--- src/rtl/ct_op_sequencer.sv ---
// Micro-sequencer for q-basis ciphertext ops: single-cycle adds and the two-half
// TWIST/NTT/MUL/INTT/UNTWIST walk for ciphertext-plaintext multiply.
module ct_op_sequencer #(
  parameter int unsigned REG_NPOLY   = 32,
  parameter int unsigned NTT_TIMEOUT = 1023,
  localparam int unsigned IW         = $clog2(REG_NPOLY)
) (
  input  logic          clk_i,
  input  logic          rst_ni,
  input  logic          op_valid_i,
  output logic          op_ready_o,
  input  logic [1:0]    op_mode_i,
  input  logic [IW-1:0] op_src0_i,
  input  logic [IW-1:0] op_src1_i,
  input  logic [IW-1:0] op_src2_i,
  input  logic [IW-1:0] op_src3_i,
  input  logic [IW-1:0] op_dst0_i,
  input  logic [IW-1:0] op_dst1_i,
  input  logic          ntt_done_i,
  output logic [2:0]    ctl_step_o,
  output logic          ctl_half_o,
  output logic [IW-1:0] ctl_src_a_o,
  output logic [IW-1:0] ctl_src_b_o,
  output logic          ntt_start_o,
  output logic          ntt_inverse_o,
  output logic          wb0_en_o,
  output logic          wb1_en_o,
  output logic          done_o,
  output logic          busy_o,
  output logic [1:0]    err_o
);

  localparam int unsigned CntW = $clog2(NTT_TIMEOUT + 1);

  typedef enum logic [3:0] {
    StIdle, StAdd, StTwist, StNttS, StNttW, StMul, StInttS, StInttW, StUntwist, StFin
  } state_e;

  state_e          state_q, state_d;
  logic [IW-1:0]   src0_q, src0_d, src1_q, src1_d, src2_q, src2_d;
  logic            half_q, half_d;
  logic [CntW-1:0] cnt_q, cnt_d;
  logic [1:0]      err_q, err_d;
  logic            mul_seq;

  // Destinations are resolved by the regfile from the write-enable alone; CT1.B is not
  // an operand of any supported op.
  logic unused_inputs;
  assign unused_inputs = ^{op_src3_i, op_dst0_i, op_dst1_i};

  always_ff @(posedge clk_i or negedge rst_ni) begin
    if (!rst_ni) begin
      state_q <= StIdle;
      src0_q  <= '0;
      src1_q  <= '0;
      src2_q  <= '0;
      half_q  <= 1'b0;
      cnt_q   <= '0;
      err_q   <= '0;
    end else begin
      state_q <= state_d;
      src0_q  <= src0_d;
      src1_q  <= src1_d;
      src2_q  <= src2_d;
      half_q  <= half_d;
      cnt_q   <= cnt_d;
      err_q   <= err_d;
    end
  end

  always_comb begin
    state_d = state_q;
    src0_d  = src0_q;
    src1_d  = src1_q;
    src2_d  = src2_q;
    half_d  = half_q;
    cnt_d   = cnt_q;
    err_d   = err_q;
    unique case (state_q)
      StIdle: begin
        if (op_valid_i) begin
          src0_d = op_src0_i;
          src1_d = op_src1_i;
          src2_d = op_src2_i;
          half_d = 1'b0;
          err_d  = '0;
          unique case (op_mode_i)
            2'b00, 2'b01: state_d = StAdd;
            2'b10:        state_d = StTwist;
            default: begin
              err_d[0] = 1'b1;
              state_d  = StFin;
            end
          endcase
        end
      end
      StAdd:   state_d = StFin;
      StTwist: state_d = StNttS;
      StNttS: begin
        cnt_d   = '0;
        state_d = StNttW;
      end
      StMul:   state_d = StInttS;
      StInttS: begin
        cnt_d   = '0;
        state_d = StInttW;
      end
      StNttW, StInttW: begin
        // ntt_done wins over a coincident timeout.
        if (ntt_done_i) begin
          state_d = (state_q == StNttW) ? StMul : StUntwist;
        end else if (cnt_q == CntW'(NTT_TIMEOUT - 1)) begin
          err_d[1] = 1'b1;
          state_d  = StFin;
        end else begin
          cnt_d = cnt_q + CntW'(1);
        end
      end
      StUntwist: begin
        if (half_q) begin
          state_d = StFin;
        end else begin
          half_d  = 1'b1;
          state_d = StTwist;
        end
      end
      StFin: begin
        half_d  = 1'b0;
        state_d = StIdle;
      end
      default: state_d = StIdle;
    endcase
  end

  always_comb begin
    op_ready_o    = (state_q == StIdle);
    busy_o        = (state_q != StIdle);
    done_o        = (state_q == StFin);
    err_o         = err_q;
    ctl_step_o    = 3'd0;
    ctl_half_o    = 1'b0;
    ctl_src_a_o   = '0;
    ctl_src_b_o   = '0;
    ntt_start_o   = 1'b0;
    ntt_inverse_o = 1'b0;
    wb0_en_o      = 1'b0;
    wb1_en_o      = 1'b0;
    mul_seq       = 1'b1;
    unique case (state_q)
      StAdd: begin
        mul_seq     = 1'b0;
        ctl_step_o  = 3'd1;
        ctl_src_a_o = src0_q;
        ctl_src_b_o = src2_q;
        wb0_en_o    = 1'b1;
        wb1_en_o    = 1'b1;
      end
      StTwist: ctl_step_o = 3'd2;
      StNttS: begin
        ctl_step_o  = 3'd3;
        ntt_start_o = 1'b1;
      end
      StNttW: ctl_step_o = 3'd0;
      StMul:  ctl_step_o = 3'd4;
      StInttS: begin
        ctl_step_o    = 3'd5;
        ntt_start_o   = 1'b1;
        ntt_inverse_o = 1'b1;
      end
      StInttW: ntt_inverse_o = 1'b1;
      StUntwist: begin
        ctl_step_o = 3'd6;
        wb0_en_o   = ~half_q;
        wb1_en_o   = half_q;
      end
      default: mul_seq = 1'b0;
    endcase
    if (mul_seq) begin
      ctl_half_o  = half_q;
      ctl_src_a_o = half_q ? src1_q : src0_q;
      ctl_src_b_o = src2_q;
    end
  end

endmodule

--- config.mk ---
export PLATFORM = sky130hd
export DESIGN_NAME = ct_op_sequencer
export DESIGN_NICKNAME = d
export VERILOG_FILES = /design/src/rtl/ct_op_sequencer.sv
export SDC_FILE = /design/constraint.sdc
export NUM_CORES = 1
export LEC_CHECK = 0
export CAP_MARGIN = 20
export CORE_MARGIN = 3
export CORE_UTILIZATION = 50
export CTS_BUF_LIST = sky130_fd_sc_hd__clkbuf_4 sky130_fd_sc_hd__clkbuf_8 sky130_fd_sc_hd__clkbuf_16
export CTS_CLUSTER_DIAMETER = 50
export DETAILED_ROUTE_END_ITERATION = 10
export HOLD_SLACK_MARGIN = 0.05
export PLACE_DENSITY = 0.92
export SLEW_MARGIN = 30
export SYNTH_ARGS = -nofsm -noshare
export SYNTH_HDL_FRONTEND = slang
export SYNTH_SLANG_ARGS = --single-unit
export TNS_END_PERCENT = 100
--- constraint.sdc ---
create_clock -name clk_i -period 4.3 [get_ports clk_i]
set_input_delay 0.86 -clock clk_i [delete_from_list [all_inputs] [get_ports clk_i]]
set_output_delay 0.86 -clock clk_i [all_outputs]
set_load 0.02 [all_outputs]
==> flow_summary.yaml <==
cts:
  postCtsSetupBuffers: 0
  cts_tree: "yes"
  clock_latency_ns: 0.29
  cts_hold_buf: 0
  cts.sinks: 32
  cts.reportedPaths.clkPinSlew_ns: 0.07
  cts-root-buf: "clkbuf_8"
  cts_buffer_depth: 2
  cts_buffers: 5
  htreeDepth: 2
  cts_resized: 0
power_and_ir_drop:
  comb_power_share: 0.539
  p_leak_nw: 0.9960
  power_frac_seq: 0.330
  internal_power_mw: 1.041
  switching_share: 0.4282
  clkPwrFrac: 0.132
  ir_drop_mv: 0.5419
  p_per_area_nw_per_um2: 753.6
  switchingPower_uw: 779.6
finish:
  postLayoutCoreUtil: 0.6914
  syn_to_final_growth_pct: 27.80
  final_cells: 283
  antenna_cells: 0
  drive_gt1_frac: 0.1224
  nets: 274
route:
  vias: 1649
  routedWlPerCell_um: 15.83
  firstDrtPassIters: 4
  viasPerCell: 5.827
  finalWirelength_mm: 4.480
  drcViolationCount: 0
  ant_nets: 0
  drtIter0Drc: 167
floorplan:
  rows: 21
  die-height_um: 67.49
  core_area_um2: 3495
  fp.dieArea_um2: 4555
  io_pins: 59
  dieWidth_um: 67.49
  initial_core_util: 0.5410
sta:
  rsz0062_at_grt: "false"
  max_freq_mhz: 272.8
  finalSetupViolations: 0
  worst_pin_slew_ns: 0.6067
  setup_tns_ns: 0
  drv_slew: 0
  max-slew-margin-rel: 0.5913
  setup_ws_ns: 0.6339
  period_share: 0.8526
  fin_crit_ns: 3.666
  fin_skew_ns: 0.008646
  finalHoldViolCount: 0
worst_setup_path:
  crit_family: "compound AO/OA/AOI/OAI gates"
  slowest_delay_ns: 0.64
  crit_path_max_fanout: 14
  cp-end-kind: "output pin"
  r2r_slack_ns: 2.00
  worstSetupStartpoint: "state_q[2]"
  crit_buf_inv: 1
  startpoint_type: "flop"
  cp.arrival_ns: 2.81
  r2r_start: "state_q[1]"
  crit_slowest_cell: "clkdlybuf4s50_1"
  path_cells: "or2_2 -> o21ai_0 -> o21ai_0 -> a21boi_0 -> clkdlybuf4s50_1"
  cp.required_ns: 3.44
  critPathKind: "flop to output pin"
  crit_top_cell: "o21ai_0"
yosys:
  ys_top_cells_by_area: "dfrtp_1 (42%), mux2_2 (8.9%), mux2i_1 (4.2%)"
  ys_types: 47
  synth_edf_count: 0
  synth_warnings: 0
  syn_nets: 236
  ys_seq_area_frac: 0.4236
  synth_cells: 198
  ys_ff_latch: 32
  async_flop_share: 1.000
  ys.flop_type: "dfrtp_1"
  synth_top_area_cell: "dfrtp_1"
  syn_area_um2: 1891
  synth_top_area_share: 0.4236
  syn_area_per_cell_um2: 9.548
grt:
  grt_pass1_wl_mm: 7.334
  grt_max_degree: 33
  overflow: 0
  antenna_found_initial: 0
  grt_usage: 0.2193
  grt_pass1_vias: 1526
run_status:
  outcome: "completed"
placed_design:
  io_buffers: 43
  dp_hpwl_mm: 3.132
  dp.cells: 275
  dp_slack_ns: 0.9754
  gp_congestion: 0.8674
hold_path:
  hp-class: "flop to flop"
  min_from: "src2_q[1]"
flow_run:
  maxCapViolCount: 0
[synth_stat cells, types with 2 or more instances]
library cell and n:
dfrtp_1 32, nand2_1 19, mux2_2 15, o21ai_0 13, nor2_1 11, a21oi_1 9, mux2i_1 8, nand3_1 8
clkbuf_1 7, inv_1 7, and2_1 5, or3_1 5, buf_2 4, nand2b_1 4, o31ai_1 4, or4_1 4
and4_1 3, nor3_1 3, a22o_1 2, ha_1 2, nor2b_1 2, nor4_2 2, nor4b_1 2, o211ai_1 2
o22ai_1 2, xor2_1 2
[area by class of cell]
class                      count  area (µm²)
fill                         268        1079
sequential                    32       800.8
multi-input combinational    146        1001
clock inverter                 2       10.01
clock buffer                   6       82.58
inverter                       7       26.28
tap                           46       57.56
timing repair buffer          44       437.9
[flip-flops by register name (all words and copies together), names as in the netlist]
name / count
src1_q: 5
cnt_q: 10
half_q: 1
state_q: 4
src2_q: 5
err_o: 2
src0_q: 5
[worst register-to-register path, stage by stage (launching register included)]
cell,delay [ns]
dfrtp_1,0.65
xor2_1,0.23
or3_1,0.59
or4_1,0.57
a21oi_1,0.17
[power groups by stage]
stage | combinational [mW] | sequential, mW | clock [mW]
2_1_floorplan | 0.657 | 0.520 | 0
6_report | 0.981 | 0.600 | 0.240
4_1_cts | 0.983 | 0.596 | 0.240
5_1_grt | 1.06 | 0.625 | 0.259
3_5_place_dp | 0.970 | 0.599 | 0
3_3_place_gp | 0.944 | 0.588 | 0
[per-stage QoR]
step                power (mW)  cell area (µm²)  hold slack (ns)
floorplan                1.177             1891           0.4620
global placement         1.532             2323           0.4778
detailed placement       1.569             2323           0.4866
CTS                      1.819             2416           0.5016
global route             1.947             2416           0.5209
finish                   1.821             2416           0.5004
[kinds of logic (layout without fill, tap and decap cells)]
kind of cell	count (synthesis)	after routing	synth area share
simple gates	77	77	0.2323
compound gates	41	41	0.1383
flops	32	32	0.4236
mux	23	23	0.1317
buf+inv	20	59	0.04699
xor+xnor	3	3	0.01390
fa+ha+maj	2	2	0.01323
[cells in the final DEF, fill, tap and decap left out, types with 2 or more instances in the layout]
master and n:
a21oi_1 9, a22o_1 2, and2_1 5, and4_1 3, clkbuf_8 6, clkdlybuf4s50_1 43
clkinv_2 2, dfrtp_1 32, ha_1 2, inv_1 7, mux2_2 15, mux2i_1 8
nand2_1 19, nand2b_1 4, nand3_1 8, nor2_1 11, nor2b_1 2, nor3_1 3
nor4_2 2, nor4b_1 2, o211ai_1 2, o21ai_0 13, o22ai_1 2, o31ai_1 4
or3_1 5, or4_1 4, xor2_1 2
[metal layers]
| layer | routed length (µm) | GRT usage | vias up |
|---|---|---|---|
| met1 | 1974 | 0.3126 | 782 |
| met2 | 2162 | 0.3244 | 68 |
| met5 | 0 | 0 | - |
| met3 | 267 | 0.04992 | 9 |
| li1 | - | - | 790 |
| met4 | 76 | 0.07848 | 0 |
[final timing paths]
kind	end	cells past startpoint
setup / recovery	ctl_src_a_o[3]	5
hold / removal	src2_q[1]	1
setup reg to reg	cnt_q[3]	4
hold reg to reg	src2_q[1]	1
max in group asynchronous	src0_q[3]	2
min in group asynchronous	cnt_q[5]	2
Note: power is estimated with default switching activity, not from simulation.
==> variant 1: new RTL, config.mk and constraints unchanged <==
The parameter `NTT_TIMEOUT` goes from 1023 to 511.
--- a/src/rtl/ct_op_sequencer.sv
+++ b/src/rtl/ct_op_sequencer.sv
@@ -3,5 +3,5 @@
 module ct_op_sequencer #(
   parameter int unsigned REG_NPOLY   = 32,
-  parameter int unsigned NTT_TIMEOUT = 1023,
+  parameter int unsigned NTT_TIMEOUT = 511,
   localparam int unsigned IW         = $clog2(REG_NPOLY)
 ) (
Check against the original RTL: no difference found for any inputs over 10 cycles, from zero or initial values and one cycle with rst_ni low; that may be too few to reach the edited logic, so the function may still have changed.
==> variant 1 against the original RTL <==
  * Largest cell class unchanged
  * Critical endpoint is now ctl_src_a_o[4]
  * Global-route usage about the same
  * Sequential cell count down 1
  * Area after synthesis fell by 2.4%
  * Total power rose by 6.1%
  * Design area shrank 2.2%
  * Routed wire length down 4.0%
  * Clock skew decreased by 0.0019 ns
  * Utilization is 0.47 points lower
  * Combinational power rose by 14%
  * Worst setup slack improved by 0.30 ns
  * Maximum frequency increased by 9.0%
  * Non-clock buffer count stayed put
  * Clock power decreased by 5%
==> variant 1: results (changes against the original RTL) <==
- Status: completed (unchanged)
- Crit share post-route: 78.2% (was 85.3%)
- Worst r2r src: state_q[3] (was state_q[1])
- R2r endpoint: state_q[0] (was cnt_q[3])
- Clk_skew: 0.00671 ns (was 0.00865 ns)
- Worst slew pin tran: 0.767 ns (was 0.607 ns)
- Largest register FFs: 9 (was 10)
- 1st-iter DRT viols: 166 (was 167)
- First-pass GRT wire length: 7380 um (was 7330 um)
- Net Switching: 0.000829 W (was 0.000780 W)
- Bufs on Longest Clock Path: 2 (unchanged)
- Clk_lat worst skew: 0.29 ns (about the same)
- 1st-pass router iterations: 4 (unchanged)
- Leakage power: 1.05 nW (was 0.996 nW)
- Mapped Nets: 220 (was 236)
- WL final: 4300 um (was 4480 um)
- Fin nets: 262 (was 274)
- Largest net degree at the start of global routing: 32 (was 33)
- Commonest cells in the netlist: dfrtp_1, nand2_1, and3_1, mux2i_1, o21ai_0 (was dfrtp_1, nand2_1, mux2_2)
- Gp weighted congestion: 0.872 (was 0.867)
- Post-CTS setup buffer count: 0 (unchanged)
- Dpl hpwl: 3100 um (was 3130 um)
- Crit-path max FO: 17 (was 14)
- Worst Setup EP: ctl_src_a_o[4] (was ctl_src_a_o[3])
- Via density: 5.74 (was 5.83)
- Max IR drop VDD: 0.551 mV (was 0.542 mV)
- Layout cells sized above 1: 12.9% (was 12.2%)
- Seq/Total Area, Yosys: 42.1% (was 42.4%)
- Fill count: 252 (was 268)
- Netlist cell types: 45 (was 47)
- Largest cells by area after synthesis: dfrtp_1, mux2_4, mux2i_1, mux2_2, and3_1 (was dfrtp_1, mux2_2, mux2i_1, nand2_1, o21ai_0)
- Setup slack, reg-to-reg: 2.21 ns (was 2.00 ns)
- Vias in the first global route: 1561 (was 1526)
- Overall global routing resource usage: 22.0% (was 21.9%)
- Pre-CTS setup slack: 1.32 ns (was 0.975 ns)
-- variant 1: changes by cell type after synthesis, sizes merged, moves of 3 or more --
cell   before  now
a31oi       0    3
and2        5    1
or4         4    1
nand2      20   16
and3        1   10
nand3       8    4
-- variant 1: layer usage --
metal,wire length (um),vias up,GRT usage [%]
met5,0,-,0
met4,56,0,7.11
met3,287,8,5.23
met2,2110,58,35.3
met1,1850,738,29.0
li1,-,751,-
-- variant 1: worst min path at each step --
| stage | start | end | slack [ns] |
|---|---|---|---|
| 6_report | cnt_q[6] | cnt_q[6] | 0.49 |
| 3_3_place_gp | cnt_q[7] | cnt_q[7] | 0.46 |
| 2_1_floorplan | cnt_q[7] | cnt_q[7] | 0.44 |
| 4_1_cts | cnt_q[6] | cnt_q[6] | 0.50 |
| 5_1_grt | cnt_q[7] | cnt_q[7] | 0.52 |
| 3_5_place_dp | src2_q[3] | src2_q[3] | 0.48 |
-- variant 1: kinds of logic after synthesis --
kind of cell	Yosys count	share of synthesized area [%]
XOR/XNOR	1	0.475
adder cells (fa/ha/maj)	2	1.36
multiplexers	25	16.2
buffers and inverters	16	5.22
AO/OA/AOI/OAI	40	14.2
AND/OR/NAND/NOR	67	20.4
flip-flops	31	42.1
-- variant 1: per-stage QoR --
step                      std cells  instance area (um^2)  power (W)
after floorplan                 182                  1840    0.00131
after global placement          263                  2270    0.00166
after detailed placement        263                  2270    0.00170
after CTS                       271                  2360    0.00193
after global routing            271                  2360    0.00207
final                           271                  2360    0.00193
-- variant 1: power groups by stage --
| stage | sequential, W | clock [W] | combinational, W |
|---|---|---|---|
| finish | 0.000587 | 0.000229 | 0.00112 |
| global route | 0.000611 | 0.000249 | 0.00121 |
| CTS | 0.000581 | 0.000232 | 0.00112 |
| detailed placement | 0.000583 | 0 | 0.00111 |
| global placement | 0.000574 | 0 | 0.00108 |
| floorplan | 0.000506 | 0 | 0.000808 |
-- variant 1: cell type report --
type | count | area, um^2 | area share, %
flip-flops and latches | 31 | 776 | 32.8
clock buffers | 6 | 76.3 | 3.23
well taps | 46 | 57.6 | 2.44
clock inverters | 2 | 12.5 | 0.529
inverters | 7 | 31.3 | 1.32
multi-input cells | 135 | 972 | 41.1
repair buffers | 44 | 438 | 18.5
-- variant 1: critical path, cell delays in order (launching register included) --
cell and delay [ns]:
dfrtp_1 0.64, nor2b_1 0.43, o21ai_0 0.26, o21ai_0 0.25, clkdlybuf4s50_1 0.63
==> variant 2: new RTL, config.mk and constraints unchanged <==
Made on the original files. Reset style: synchronous (`rst_ni`), changed in one clocked block.
--- a/src/rtl/ct_op_sequencer.sv
+++ b/src/rtl/ct_op_sequencer.sv
@@ -49,5 +49,5 @@
   assign unused_inputs = ^{op_src3_i, op_dst0_i, op_dst1_i};
 
-  always_ff @(posedge clk_i or negedge rst_ni) begin
+  always_ff @(posedge clk_i) begin
     if (!rst_ni) begin
       state_q <= StIdle;
Function: differs if rst_ni is asserted again (counterexample within 4 cycles, from zero or initial values and one cycle with rst_ni low); with rst_ni held inactive, the same outputs for 10 cycles.
==> variant 2 against the original RTL <==
  * Area after synthesis down 0.86%
  * Routed wire length increased by 2.6%
  * Final cell count increased by 16%
  * Clock skew shrank 0.0041 ns
  * Clock power fell by 5%
  * Count of clock-buffer cells in the layout down 1
  * Design area down 2.3%
  * Sequential cell count unchanged
  * Largest cell class unchanged
  * Total power shrank 36%
  * Worst setup slack improved by 0.23 ns
  * Largest power group unchanged
==> variant 2: results (changes against the original RTL) <==
- Netlist cell types: 44 (was 47)
- Mapped Nets: 285 (was 236)
- Largest net degree at the start of global routing: 24 (was 33)
- M2 GR Usage: 34.4% (was 32.4%)
- First-pass GRT wire length: 7690 um (was 7330 um)
- H-tree depth: 2 (unchanged)
- CP peak stage delay: 0.74 ns (was 0.64 ns)
- Clock slew at reported path FFs: 0.07 ns (about the same)
- Largest cells by area after synthesis: dfxtp_1, nand2_1, a21oi_1, and2_1, nand2b_1 (was dfrtp_1, mux2_2, mux2i_1, nand2_1, o21ai_0)
- Final cell count without fillers: 327 (was 283)
- TritonCTS buffer count: 5 (unchanged)
- Worst relative slew slack: 39.6% (was 59.1%)
- Fill count: 295 (was 268)
- Clk_lat worst skew: 0.29 ns (about the same)
- Pre-CTS setup slack: 1.20 ns (was 0.975 ns)
- Setup slack, reg-to-reg: 2.16 ns (was 2.00 ns)
- Overall global routing resource usage: 22.0% (was 21.9%)
- Initial antenna violation count: 0 (unchanged)
- 1st-iter DRT viols: 175 (was 167)
- Hold crit path type: reg2reg (unchanged)
- Largest register FFs: 10 (unchanged)
- Cell family with most CP delay: flip-flops (was compound AO/OA/AOI/OAI gates)
- Crit path DAT: 2.58 ns (was 2.81 ns)
- Fin. Hold Viols: 0 (unchanged)
- Gp weighted congestion: 0.855 (was 0.867)
- WL final: 4600 um (was 4480 um)
- 1st-pass router iterations: 5 (was 4)
- Avg Cell Area, Syn: 7.59 um^2 (was 9.55 um^2)
- Achievable Freq: 0.291 GHz (was 0.273 GHz)
- Vias in the first global route: 1799 (was 1526)
- Root buf cell: clkbuf_8 (unchanged)
- Synth async-reset ratio: 0% (was 100%)
- Clk_skew: 0.00458 ns (was 0.00865 ns)
- Slowest cell on crit path: dfxtp_1 (was clkdlybuf4s50_1)
- Met3 Usage GRT: 5.32% (was 4.99%)
- Via density: 5.73 (was 5.83)
- Cell count after placement: 319 (was 275)
- Commonest cells in the netlist: nand2_1, dfxtp_1, a21oi_1 (was dfrtp_1, nand2_1, mux2_2)
- Layout cells sized above 1: 7.47% (was 12.2%)
- Bufs on Longest Clock Path: 2 (unchanged)
- ANT cells: 0 (unchanged)
- Largest Register: cnt_q (unchanged)
- Grt met1 use: 28.1% (was 31.3%)
- Syn. warnings: 0 (unchanged)
- R2R cell count: 5 (was 4)
- Worst hold stages: 2 (was 1)
- Ys flop type: dfxtp_1 (was dfrtp_1)
- Crit-path max FO: 19 (was 14)
- Dpl hpwl: 3210 um (was 3130 um)
- Post-CTS setup buffer count: 0 (unchanged)
- Seq/Total Area, Yosys: 34.2% (was 42.4%)
- Status: completed (unchanged)
- Cts repair resizes: 0 (unchanged)
- Leakage power: 0.814 nW (was 0.996 nW)
- Max IR drop VDD: 0.303 mV (was 0.542 mV)
- Placed Area: 2270 um^2 (was 2320 um^2)
## variant 2: changes by cell type in the layout (fill, tap and decap cells not counted), moves of 4 or more
cell,delta
a21oi_1,+20
and2_1,+5
dfrtp_1,-32
dfxtp_1,+32
mux2_2,-15
nand2_1,+29
nand2b_1,+6
o221a_2,+4
## variant 2: final cells by class
| class | instances | share of cell area [%] |
|---|---|---|
| Clock buffer | 5 | 2.92 |
| Clock inverter | 3 | 0.795 |
| Inverter | 9 | 1.43 |
| Multi-Input combinational cell | 189 | 47.0 |
| Sequential cell | 32 | 27.1 |
| Tap cell | 46 | 2.44 |
| Timing Repair Buffer | 43 | 18.2 |
## variant 2: logic make-up (layout without fill, tap and decap cells)
kind of cell	Yosys count	after routing	synth area share (%)
and+or+nand+nor	116	116	32.1
buffers and inverters	26	60	6.61
DFF	32	32	34.2
AOI/OAI and AO/OA	62	62	20.8
xor gates and xnor gates	3	3	1.80
adders and majority gates	2	2	1.33
muxes	6	6	3.20
## variant 2: report_power, final
group | total, W | switching [W] | internal, W
registers | 0.000415 | 0.0000763 | 0.000339
clock network | 0.000229 | 0.000116 | 0.000113
logic | 0.000525 | 0.000291 | 0.000234
## variant 2: final timing paths
path / startpoint / end
worst max-delay path: state_q[3] / ctl_src_a_o[3]
worst min-delay path: src2_q[2] / src2_q[2]
worst max register to register: cnt_q[1] / state_q[1]
worst min register to register: src2_q[2] / src2_q[2]
## variant 2: worst min-delay path, delay by kind of cell (launching register included)
kind,cells,cell delay [ns]
flops,1,0.31
compound gates,1,0.05
simple gates,1,0.05
## variant 2: routing by layer
metal | vias up | routed length [um]
met3 | 10 | 243
li1 | 931 | -
met2 | 62 | 2230
met1 | 872 | 2050
met4 | 0 | 81
met5 | - | 0
## variant 2: through the flow
step / hold slack, ns / util, %
finish: 0.453 / 68.0
global route: 0.469 / 68.0
CTS: 0.453 / 68.0
detailed placement: 0.443 / 65.5
global placement: 0.438 / 65.5
floorplan: 0.432 / -
